--- config.mk ---
export PLATFORM = sky130hd
export DESIGN_NAME = eth_rx_hdr_strip
export DESIGN_NICKNAME = d
export VERILOG_FILES = /design/src/rtl/eth_pkg.sv /design/src/rtl/eth_rx_hdr_strip.sv
export SDC_FILE = /design/constraint.sdc
export NUM_CORES = 1
export LEC_CHECK = 0
export CAP_MARGIN = 40
export CORE_AREA = 3 3 120 122
export CTS_CLUSTER_SIZE = 16
export DETAILED_ROUTE_END_ITERATION = 10
export DIE_AREA = 0 0 123 125
export DONT_BUFFER_PORTS = 1
export PLACE_DENSITY = 0.74
export SYNTH_ARGS = -nofsm -noshare
export SYNTH_HDL_FRONTEND = slang
export SYNTH_SLANG_ARGS = --single-unit
--- constraint.sdc ---
create_clock -name clk -period 5.5 [get_ports clk]
set_input_delay 0.275 -clock clk [delete_from_list [all_inputs] [get_ports clk]]
set_output_delay 0.275 -clock clk [all_outputs]
set_load 0.005 [all_outputs]
--- src/rtl/eth_pkg.sv ---
// Shared Ethernet receive definitions: header lane offsets, broadcast MAC and parser states.
// Broadcast acceptance in eth_rx_hdr_strip is enabled by defining ETH_RX_BCAST_EN.
package eth_pkg;

    localparam int DST_MAC_LANE  = 0;
    localparam int ETYPE_LANE    = 4;
    localparam int ETH_HDR_BYTES = 14;
    // First payload lane within the second header beat.
    localparam int PAY_LANE      = ETH_HDR_BYTES - 8;

    localparam logic [47:0] BCAST_MAC = 48'hffff_ffff_ffff;

    typedef enum logic [2:0] {
        ST_HDR0,
        ST_HDR1,
        ST_PAYLOAD,
        ST_FLUSH,
        ST_DROP
    } eth_state_e;

    function automatic logic [47:0] get_dst_mac(input logic [63:0] d);
        logic [47:0] mac;
        for (int i = 0; i < 6; i++) begin
            mac[47-8*i -: 8] = d[8*(DST_MAC_LANE+i) +: 8];
        end
        return mac;
    endfunction

    function automatic logic [15:0] get_etype(input logic [63:0] d);
        return {d[8*ETYPE_LANE +: 8], d[8*(ETYPE_LANE+1) +: 8]};
    endfunction

endpackage

--- src/rtl/eth_rx_hdr_strip.sv ---
// Drops frames not addressed to us, strips the 14-byte header and realigns payload to lane 0.
// Optional ETH_RX_BCAST_EN: also accept the broadcast destination address.
module eth_rx_hdr_strip
    import eth_pkg::*;
#(
    parameter logic [47:0] MAC_ADDR_FPGA = 48'hfa163e55ca02,
    parameter int          CNT_W         = 16
) (
    input  logic             clk,
    input  logic             aresetn,
    input  logic [63:0]      s_axis_tdata,
    input  logic [7:0]       s_axis_tkeep,
    input  logic             s_axis_tlast,
    input  logic             s_axis_tvalid,
    output logic             s_axis_tready,
    output logic [63:0]      m_axis_tdata,
    output logic [7:0]       m_axis_tkeep,
    output logic             m_axis_tlast,
    output logic [15:0]      m_axis_tuser,
    output logic             m_axis_tvalid,
    input  logic             m_axis_tready,
    output logic [CNT_W-1:0] frames_ok,
    output logic [CNT_W-1:0] frames_drop
);

    eth_state_e state_q, state_d;

    logic [15:0]      res_q, res_d;
    logic [1:0]       res_keep_q, res_keep_d;
    logic [15:0]      etype_q, etype_d;
    logic [63:0]      m_data_q, m_data_d;
    logic [7:0]       m_keep_q, m_keep_d;
    logic             m_last_q, m_last_d;
    logic [15:0]      m_user_q, m_user_d;
    logic             m_valid_q, m_valid_d;
    logic [CNT_W-1:0] ok_q, ok_d;
    logic [CNT_W-1:0] drop_q, drop_d;

    logic        in_fire;
    logic        out_free;
    logic        hdr_hit;
    logic        pay_more;
    logic [47:0] dst_mac;

    logic ld_etype;
    logic ld_res;
    logic ld_pay;
    logic ld_flush;
    logic ok_inc;
    logic drop_inc;

    assign dst_mac  = get_dst_mac(s_axis_tdata);
    assign pay_more = s_axis_tkeep[PAY_LANE];
    assign out_free = !m_valid_q || m_axis_tready;
    assign in_fire  = s_axis_tvalid && s_axis_tready;

`ifdef ETH_RX_BCAST_EN
    assign hdr_hit = (dst_mac == MAC_ADDR_FPGA) || (dst_mac == BCAST_MAC);
`else
    assign hdr_hit = (dst_mac == MAC_ADDR_FPGA);
`endif

    // Ready is held low during reset so nothing is consumed before the parser is live.
    assign s_axis_tready = aresetn && (
        (state_q == ST_HDR0) || (state_q == ST_HDR1) || (state_q == ST_DROP) ||
        ((state_q == ST_PAYLOAD) && out_free));

    always_ff @(posedge clk or negedge aresetn) begin
        if (!aresetn) begin
            state_q <= ST_HDR0;
        end else begin
            state_q <= state_d;
        end
    end

    always_comb begin
        state_d = state_q;
        unique case (state_q)
            ST_HDR0: begin
                if (in_fire && !s_axis_tlast) begin
                    state_d = hdr_hit ? ST_HDR1 : ST_DROP;
                end
            end
            ST_HDR1: begin
                if (in_fire) begin
                    if (!s_axis_tlast) begin
                        state_d = ST_PAYLOAD;
                    end else if (pay_more) begin
                        state_d = ST_FLUSH;
                    end else begin
                        state_d = ST_HDR0;
                    end
                end
            end
            ST_PAYLOAD: begin
                if (in_fire && s_axis_tlast) begin
                    state_d = pay_more ? ST_FLUSH : ST_HDR0;
                end
            end
            ST_FLUSH: begin
                if (out_free) begin
                    state_d = ST_HDR0;
                end
            end
            ST_DROP: begin
                if (in_fire && s_axis_tlast) begin
                    state_d = ST_HDR0;
                end
            end
            default: state_d = ST_HDR0;
        endcase
    end

    always_comb begin
        ld_etype = 1'b0;
        ld_res   = 1'b0;
        ld_pay   = 1'b0;
        ld_flush = 1'b0;
        ok_inc   = 1'b0;
        drop_inc = 1'b0;
        unique case (state_q)
            ST_HDR0: begin
                drop_inc = in_fire && s_axis_tlast;
            end
            ST_HDR1: begin
                ld_etype = in_fire;
                ld_res   = in_fire;
                drop_inc = in_fire && s_axis_tlast && !pay_more;
            end
            ST_PAYLOAD: begin
                ld_pay = in_fire;
                ld_res = in_fire;
                ok_inc = in_fire && s_axis_tlast && !pay_more;
            end
            ST_FLUSH: begin
                ld_flush = out_free;
                ok_inc   = out_free;
            end
            ST_DROP: begin
                drop_inc = in_fire && s_axis_tlast;
            end
            default: ;
        endcase
    end

    always_comb begin
        res_d      = res_q;
        res_keep_d = res_keep_q;
        etype_d    = etype_q;
        m_data_d   = m_data_q;
        m_keep_d   = m_keep_q;
        m_last_d   = m_last_q;
        m_user_d   = m_user_q;
        m_valid_d  = m_valid_q;
        ok_d       = ok_q;
        drop_d     = drop_q;

        if (m_valid_q && m_axis_tready) begin
            m_valid_d = 1'b0;
        end
        if (ld_etype) begin
            etype_d = get_etype(s_axis_tdata);
        end
        if (ld_res) begin
            res_d      = s_axis_tdata[8*PAY_LANE +: 16];
            res_keep_d = s_axis_tkeep[PAY_LANE +: 2];
        end
        // Residue takes lanes 0-1; the new beat shifts up by two lanes.
        if (ld_pay) begin
            m_valid_d = 1'b1;
            m_data_d  = {s_axis_tdata[8*PAY_LANE-1:0], res_q};
            m_keep_d  = {s_axis_tkeep[PAY_LANE-1:0], 2'b11};
            m_last_d  = s_axis_tlast && !pay_more;
            m_user_d  = etype_q;
        end
        if (ld_flush) begin
            m_valid_d = 1'b1;
            m_data_d  = {48'h0, res_q};
            m_keep_d  = {6'b0, res_keep_q};
            m_last_d  = 1'b1;
            m_user_d  = etype_q;
        end
        if (ok_inc && (ok_q != '1)) begin
            ok_d = ok_q + 1'b1;
        end
        if (drop_inc && (drop_q != '1)) begin
            drop_d = drop_q + 1'b1;
        end
    end

    always_ff @(posedge clk or negedge aresetn) begin
        if (!aresetn) begin
            res_q      <= '0;
            res_keep_q <= '0;
            etype_q    <= '0;
            m_data_q   <= '0;
            m_keep_q   <= '0;
            m_last_q   <= 1'b0;
            m_user_q   <= '0;
            m_valid_q  <= 1'b0;
            ok_q       <= '0;
            drop_q     <= '0;
        end else begin
            res_q      <= res_d;
            res_keep_q <= res_keep_d;
            etype_q    <= etype_d;
            m_data_q   <= m_data_d;
            m_keep_q   <= m_keep_d;
            m_last_q   <= m_last_d;
            m_user_q   <= m_user_d;
            m_valid_q  <= m_valid_d;
            ok_q       <= ok_d;
            drop_q     <= drop_d;
        end
    end

    assign m_axis_tdata  = m_data_q;
    assign m_axis_tkeep  = m_keep_q;
    assign m_axis_tlast  = m_last_q;
    assign m_axis_tuser  = m_user_q;
    assign m_axis_tvalid = m_valid_q;
    assign frames_ok     = ok_q;
    assign frames_drop   = drop_q;

endmodule

==> Yosys cells after proc, flatten, opt, wreduce, memory -nomap -nowiden <==
Cells that the tools add are included.
Widths: inputs -> output; s select.
{ "totals": {"word_cells": 74, "output_inout_bits": 123, "regBits": 159, "input_bits": 77} }
{ "op_classes": {"add_sub_neg": 2, "muxes": 26, "n_eq_ne": 12, "n_reduce_logical": 23} }
{ "ops": {"columns": ["op", "n"], "rows": [
  ["$mux 64", 2],
  ["$eq 48x48->1 const B", 1],
  ["$add 16x1->16 const B", 2],
  ["$mux 16", 2],
  ["$ne 16x16->1 const B", 2],
  ["$mux 3", 6],
  ["$mux 8", 2],
  ["$pmux 3 s5", 1],
  ["$logic_and 1x1->1", 10],
  ["$mux 1", 9],
  ["$eq 3x2->1 const B", 2],
  ["$ne 2x1->1 const B", 3],
  ["$reduce_and 5->1", 1],
  ["$logic_or 1x1->1", 4],
  ["$mux 2", 2],
  ["$ne 2x2->1 const B", 2],
  ["$pmux 1 s2", 2],
  ["$reduce_or 2->1", 2],
  ["$eq 3x1->1 const B", 1],
  ["$eq 3x3->1 const B", 1],
  ["$logic_not 1->1", 3],
  ["$logic_not 3->1", 1],
  ["$reduce_bool 3->1", 1],
  ["$reduce_bool 2->1", 1]
]} }

==> Depth between registers and ports, before layout <==
{ "depth": {"ltp_word": 10, "depth_mapped": 7, "depth_no_buf": 6} }

==> Least setup slack after synthesis <==
Ideal clock, no wire load.
{ "synth_path": {"kind": "register to register", "start": "reg m_valid_q (netlist: m_axis_tvalid)", "end": "reg res_q[10]", "path_slack_ns": 3.645, "required_time_ns": 5.375, "setup_time_ns": 0.125, "n_path_buf": 1, "stages_incl_launch_ff": 7, "period_less_slack_ns": 1.855, "arrival_time_ns": 1.730, "cell_sequence": "dfrtp_1 > nand2b_2 > nand2_1 > mux2_2 > nor3_4 > buf_6 > mux2_2"} }
{ "synth_between": {"elab_chain_len": 7} }
{ "synth_lines": {"columns": ["element", "line", "source"], "rows": [
  ["from (decl)", "eth_rx_hdr_strip.sv:35", "logic m_valid_q, m_valid_d;"],
  ["from (signal assigned)", "eth_rx_hdr_strip.sv:211", "m_valid_q <= m_valid_d;"],
  ["$logic_not 1->1", "eth_rx_hdr_strip.sv:54", "assign out_free = !m_valid_q || m_axis_tready;"],
  ["$logic_or 1x1->1", "eth_rx_hdr_strip.sv:54", null],
  ["$logic_and 1x1->1", "eth_rx_hdr_strip.sv:66", "((state_q == ST_PAYLOAD) && out_free));"],
  ["$logic_or 1x1->1", "eth_rx_hdr_strip.sv:65", "(state_q == ST_HDR0) || (state_q == ST_HDR1) || (state_q == ST_DROP) ||"],
  ["$logic_and 1x1->1", "eth_rx_hdr_strip.sv:64", "assign s_axis_tready = aresetn && ("],
  ["$logic_and 1x1->1", "eth_rx_hdr_strip.sv:55", "assign in_fire = s_axis_tvalid && s_axis_tready;"],
  ["$mux 1", "eth_rx_hdr_strip.sv:121", "unique case (state_q)"],
  ["to (signal assigned)", "eth_rx_hdr_strip.sv:204", "res_q <= res_d;"],
  ["to (decl)", "eth_rx_hdr_strip.sv:28", "logic [15:0] res_q, res_d;"]
]} }
No other way between the ends.
A chain may end at the register's enable or synchronous reset.

==> Final worst setup path <==
{ "layout_path": {"start": "reg state_q[1]", "end": "reg m_data_q[62] (netlist: m_axis_tdata[62])"} }
{ "layout_between": {"elab_chain_len": 8, "elab_cells_between_ends": 15} }
{ "layout_lines": {"columns": ["element", "line", "source"], "rows": [
  ["from (decl)", "eth_rx_hdr_strip.sv:26", "eth_state_e state_q, state_d;"],
  ["from (signal assigned)", "eth_rx_hdr_strip.sv:72", "state_q <= state_d;"],
  ["$eq 3x1->1 or $logic_not 3->1 (tied branches)", "eth_rx_hdr_strip.sv:65", null],
  ["$logic_or 1x1->1 (3 in series)", "eth_rx_hdr_strip.sv:65", null],
  ["$logic_and 1x1->1", "eth_rx_hdr_strip.sv:64", null],
  ["$logic_and 1x1->1", "eth_rx_hdr_strip.sv:55", null],
  ["$mux 1", "eth_rx_hdr_strip.sv:121", null],
  ["$reduce_bool 2->1 (no line)", null, null],
  ["to (signal assigned)", "eth_rx_hdr_strip.sv:207", "m_data_q <= m_data_d;"],
  ["to (decl)", "eth_rx_hdr_strip.sv:31", "logic [63:0] m_data_q, m_data_d;"]
]} }
Parallel ways exist; a longest one is shown, timed or not.

==> impl_results.html <==
<table>
<tr><th>Metric</th><th>Value</th></tr>
<tr><th colspan="2">Outcome</th></tr>
<tr><td>Status</td><td>finished, final reports clean</td></tr>
<tr><th colspan="2">STA</th></tr>
<tr><td>Final setup violation count</td><td>0</td></tr>
<tr><td>Worst hold margin</td><td>~0.017 ns</td></tr>
<tr><td>Least setup slack across all paths after layout</td><td>between 3 and 4 ns</td></tr>
<tr><td>Unrepaired setup endpoints after global routing</td><td>false</td></tr>
<tr><td>Final Hold Vio Count</td><td>0</td></tr>
<tr><td>Fin Setup TNS</td><td>0 ns</td></tr>
<tr><td>Highest clock rate</td><td>0.4244 GHz</td></tr>
<tr><td>Pins Over Slew Limit</td><td>0</td></tr>
<tr><td>Least-Margin Pin Slew</td><td>0.8021 ns</td></tr>
<tr><td>Skew final</td><td>0.008724 ns</td></tr>
<tr><td>Max-Slew Margin vs Limit</td><td>between 40% and 50%</td></tr>
<tr><td>Share of the clock period used by the worst path</td><td>approximately 43%</td></tr>
<tr><td>Clock period minus worst slack</td><td>around 2.4 ns</td></tr>
<tr><th colspan="2">Final layout</th></tr>
<tr><td>Count of antenna diodes in the layout</td><td>0</td></tr>
<tr><td>Area growth from synthesis to layout</td><td>22.46%</td></tr>
<tr><td>Post-route cell area</td><td>8233 um^2</td></tr>
<tr><td>Non-filler cells in the finished layout</td><td>roughly 840</td></tr>
<tr><td>Fraction of final layout cells with drive strength greater than 1</td><td>18.35%</td></tr>
<tr><td>Layout Nets</td><td>around 730</td></tr>
<tr><td>Filler cell count in the final layout</td><td>just over 1k</td></tr>
<tr><th colspan="2">Power and ir drop</th></tr>
<tr><td>Relative contribution of sequential cells to total power</td><td>about half</td></tr>
<tr><td>VDD IR-drop max</td><td>around 250 uV</td></tr>
<tr><td>Power density cells</td><td>497.3 nW/um^2</td></tr>
<tr><td>Total net switching power</td><td>1.307 mW</td></tr>
<tr><td>Power Internal</td><td>between 2 and 3 mW</td></tr>
<tr><td>Proportion of power drawn by the clock network</td><td>27.4%</td></tr>
<tr><td>Switching power share of the total</td><td>a little under a third</td></tr>
<tr><td>Proportion of power drawn by combinational gates</td><td>around 22%</td></tr>
<tr><td>Static power due to leakage</td><td>between 3 and 4 nW</td></tr>
<tr><th colspan="2">Floorplan</th></tr>
<tr><td>Area of the core region</td><td>about 13000 um^2</td></tr>
<tr><td>Standard-cell rows</td><td>42</td></tr>
<tr><td>Horizontal extent of the die</td><td>between 100 and 150 um</td></tr>
<tr><td>Die area</td><td>between 15000 and 20000 um^2</td></tr>
<tr><td>I/O pins</td><td>200</td></tr>
<tr><td>DIE HEIGHT</td><td>about 130 um</td></tr>
<tr><td>Starting density of the core</td><td>between 50 and 60%</td></tr>
<tr><th colspan="2">Setup path</th></tr>
<tr><td>Critical Path End Type</td><td>register</td></tr>
<tr><td>Critical path required time</td><td>roughly 5.8 ns</td></tr>
<tr><td>Type of origin of the critical path</td><td>register</td></tr>
<tr><td>Beginning of the worst register-to-register path</td><td>state_q[1]</td></tr>
<tr><td>Kind of critical path</td><td>register to register</td></tr>
<tr><td>Data arrival time of the critical path</td><td>about 2.6 ns</td></tr>
<tr><td>Reg2reg setup slack</td><td>approximately 3.1 ns</td></tr>
<tr><td>Critical path launch point</td><td>state_q[1]</td></tr>
<tr><td>Worst-path maximum fanout</td><td>40</td></tr>
<tr><th colspan="2">Yosys</th></tr>
<tr><td>Most common library cells after synthesis</td><td>dfrtp_1 (159), nand2_1 (130), mux2_2 (70), a21oi_1 (57), xnor2_1 (17)</td></tr>
<tr><td>Post-synth EDFFs</td><td>0</td></tr>
<tr><td>Cell with the most instances after synthesis</td><td>dfrtp_1</td></tr>
<tr><td>Number of distinct library cells after synthesis</td><td>49</td></tr>
<tr><td>Number of nets produced by synthesis</td><td>around 660</td></tr>
<tr><td>Sequential element share of the synthesized area</td><td>around three fifths</td></tr>
<tr><td>Ranking of synthesized cells by area</td><td>dfrtp_1 (59%), mux2_2 (12%), nand2_1 (7.3%), a21oi_1 (4.2%), xnor2_1 (2.2%)</td></tr>
<tr><td>Synth warnings</td><td>0</td></tr>
<tr><td>Predominant post-synthesis flop cell</td><td>dfrtp_1</td></tr>
<tr><td>Per-instance average area after synthesis</td><td>about 12 um^2</td></tr>
<tr><td>Register bit total from synthesis</td><td>about 160</td></tr>
<tr><td>Share of async-settable or async-resettable flops after synthesis</td><td>100.0%</td></tr>
<tr><td>Portion of synthesized cell area occupied by the leading cell type</td><td>between 50% and 60%</td></tr>
<tr><td>Cell count after synthesis</td><td>roughly 580</td></tr>
<tr><td>Cell accounting for the most synthesized area</td><td>dfrtp_1</td></tr>
<tr><td>Synthesized area</td><td>between 6000 and 7000 um^2</td></tr>
<tr><th colspan="2">Placed design</th></tr>
<tr><td>IO Port Bufs</td><td>0</td></tr>
<tr><td>Post-Place Setup Slack</td><td>approximately 3.0 ns</td></tr>
<tr><td>Total cell area at the placement stage</td><td>6909 um^2</td></tr>
<tr><td>Instance count after placement with tap cells included</td><td>between 700 and 800</td></tr>
<tr><td>Gpl congestion</td><td>approximately 0.83</td></tr>
<tr><td>Detailed placer's ending HPWL</td><td>10530 um</td></tr>
<tr><th colspan="2">Detailed routing</th></tr>
<tr><td>Via Count</td><td>approximately 4.8k</td></tr>
<tr><td>Antenna-violating nets left</td><td>0</td></tr>
<tr><td>Final wirelength</td><td>approximately 17000 um</td></tr>
<tr><td>DRC</td><td>0</td></tr>
<tr><td>Initial detailed-routing violation count</td><td>around 340</td></tr>
<tr><td>Vias/cell</td><td>about 5.7</td></tr>
<tr><td>Routed length per placed instance</td><td>between 15 and 20 um</td></tr>
<tr><td>1st-pass router iterations</td><td>4</td></tr>
<tr><th colspan="2">Clock tree</th></tr>
<tr><td>Worst skew pair latency</td><td>0.42 ns</td></tr>
<tr><td>H-tree levels</td><td>4</td></tr>
<tr><td>Library cell used as clock root buffer</td><td>clkbuf_16</td></tr>
<tr><td>Num CTS Buffers</td><td>17</td></tr>
<tr><td>Post-CTS clock slew at the launch and capture registers of the worst setup and hold paths</td><td>about 0.06 ns</td></tr>
<tr><td>Clk buf depth</td><td>2</td></tr>
<tr><td>Clock sinks</td><td>159</td></tr>
<tr><td>Number of setup buffers added after CTS</td><td>0</td></tr>
<tr><td>TritonCTS clock tree</td><td>built</td></tr>
<tr><th colspan="2">Min path</th></tr>
<tr><td>Min-Delay Startpoint</td><td>s_axis_tkeep[3]</td></tr>
<tr><td>Path type of the worst min-delay path</td><td>input pin to register</td></tr>
<tr><th colspan="2">GRT</th></tr>
<tr><td>Overall Global Routing Usage</td><td>between 20% and 30%</td></tr>
<tr><td>Number of global-route vias before repair</td><td>roughly 5k</td></tr>
<tr><td>Maximum number of pins on one net before global-route repair</td><td>160</td></tr>
<tr><td>Number of antenna violations at the first check in global routing</td><td>0</td></tr>
<tr><td>Wire length of the first global-routing pass</td><td>around 27000 um</td></tr>
<tr><td>Overall overflow remaining after global route</td><td>0</td></tr>
<tr><th colspan="2">Flow run</th></tr>
<tr><td>Max cap viols</td><td>0</td></tr>
</table>
==> power groups by stage <==
stage               Sequential (mW)  Clock, mW  Combinational, mW
floorplan                      1.92          0              0.727
global placement               2.06          0              0.748
detailed placement             2.09          0              0.832
CTS                            2.07       1.15              0.905
global route                   2.14       1.21               1.02
finish                         2.07       1.12              0.906
==> flip-flops by register name (all words and copies together) (netlist names), 2 cells and up <==
register / count
res_q: 16
m_axis_tuser: 16
frames_drop: 16
m_axis_tkeep: 8
state_q: 3
res_keep_q: 2
m_axis_tdata: 64
etype_q: 16
frames_ok: 16
==> worst max-delay path: stages, from the launching register on <==
cell and delay, ns:
dfrtp_1 0.64, nand2_1 0.22, or4_2 0.89, buf_12 0.26, nand2_1 0.10, a21oi_1 0.07
==> metal layers <==
layer / up-vias / wire length (um) / track usage, % / share of wire (%)
li1: 2158 / - / - / -
met3: 28 / 1754 / 9.124 / 11
met2: 215 / 8334 / 37.12 / 50
met4: 0 / 314 / 8.534 / 1.9
met5: - / 0 / 0 / 0
met1: 2408 / 6251 / 24.77 / 38
==> final cells by class <==
cell class	instances	area [um^2]	share of cell area (%)
clock buffer	18	439.2	5.334
clock inverter	14	131.4	1.596
inverter	7	26.28	0.3191
multi-input combinational	390	2601	31.60
sequential	159	3979	48.33
tap	176	220.2	2.675
timing repair buffer	77	835.8	10.15
==> metrics by stage <==
step,util (%),power (mW)
2_1_floorplan,-,2.643
3_3_place_gp,51.40,2.804
3_5_place_dp,51.97,2.918
4_1_cts,61.81,4.122
5_1_grt,61.92,4.370
6_report,61.92,4.094
==> cells in the final DEF, fill, tap and decap left out, types with 2 or more instances in the layout <==
master and n:
o21ai_0 3, clkbuf_16 17, a21oi_1 57, buf_16 3, nand4_1 15, nor4_4 2, or3b_4 2, xor2_1 12
inv_1 7, nor3_1 2, clkinv_2 3, and4_1 3, nor2_1 14, ha_1 2, xnor2_1 17, nor3_2 2
clkinv_4 5, dfrtp_1 159, and4b_1 3, mux2_2 70, inv_6 4, a2bb2oi_1 3, nor4_1 5, dlygate4sd3_1 71
o21a_1 2, nand3_1 8, nor4bb_1 6, nand2_1 130, and3_1 5, nor4b_1 3
==> path summary, 6_finish.rpt <==
check,endpoint,cells past startpoint
setup reg to reg,m_axis_tdata[62],5
hold / removal,m_axis_tkeep[5],2
max in group asynchronous,m_axis_tlast,2
hold reg to reg,m_axis_tuser[7],1
setup / recovery,m_axis_tdata[62],5
min in group asynchronous,m_axis_tdata[60],2
==> repair_timing <==
item                                   4_1_cts  5_1_grt
endpoints found under the hold margin      244        0
hold buffers                                72        0
resized for setup                            0        0
==> logic make-up after synthesis <==
group	synth area share, %
multiplexers	11.87
AO/OA/AOI/OAI	6.160
flip-flops	59.18
XOR/XNOR	3.778
adder cells (fa/ha/maj)	0.3722
buffers and inverters	2.271
AND/OR/NAND/NOR	16.36
No activity file was read; power rests on OpenSTA's default activity.
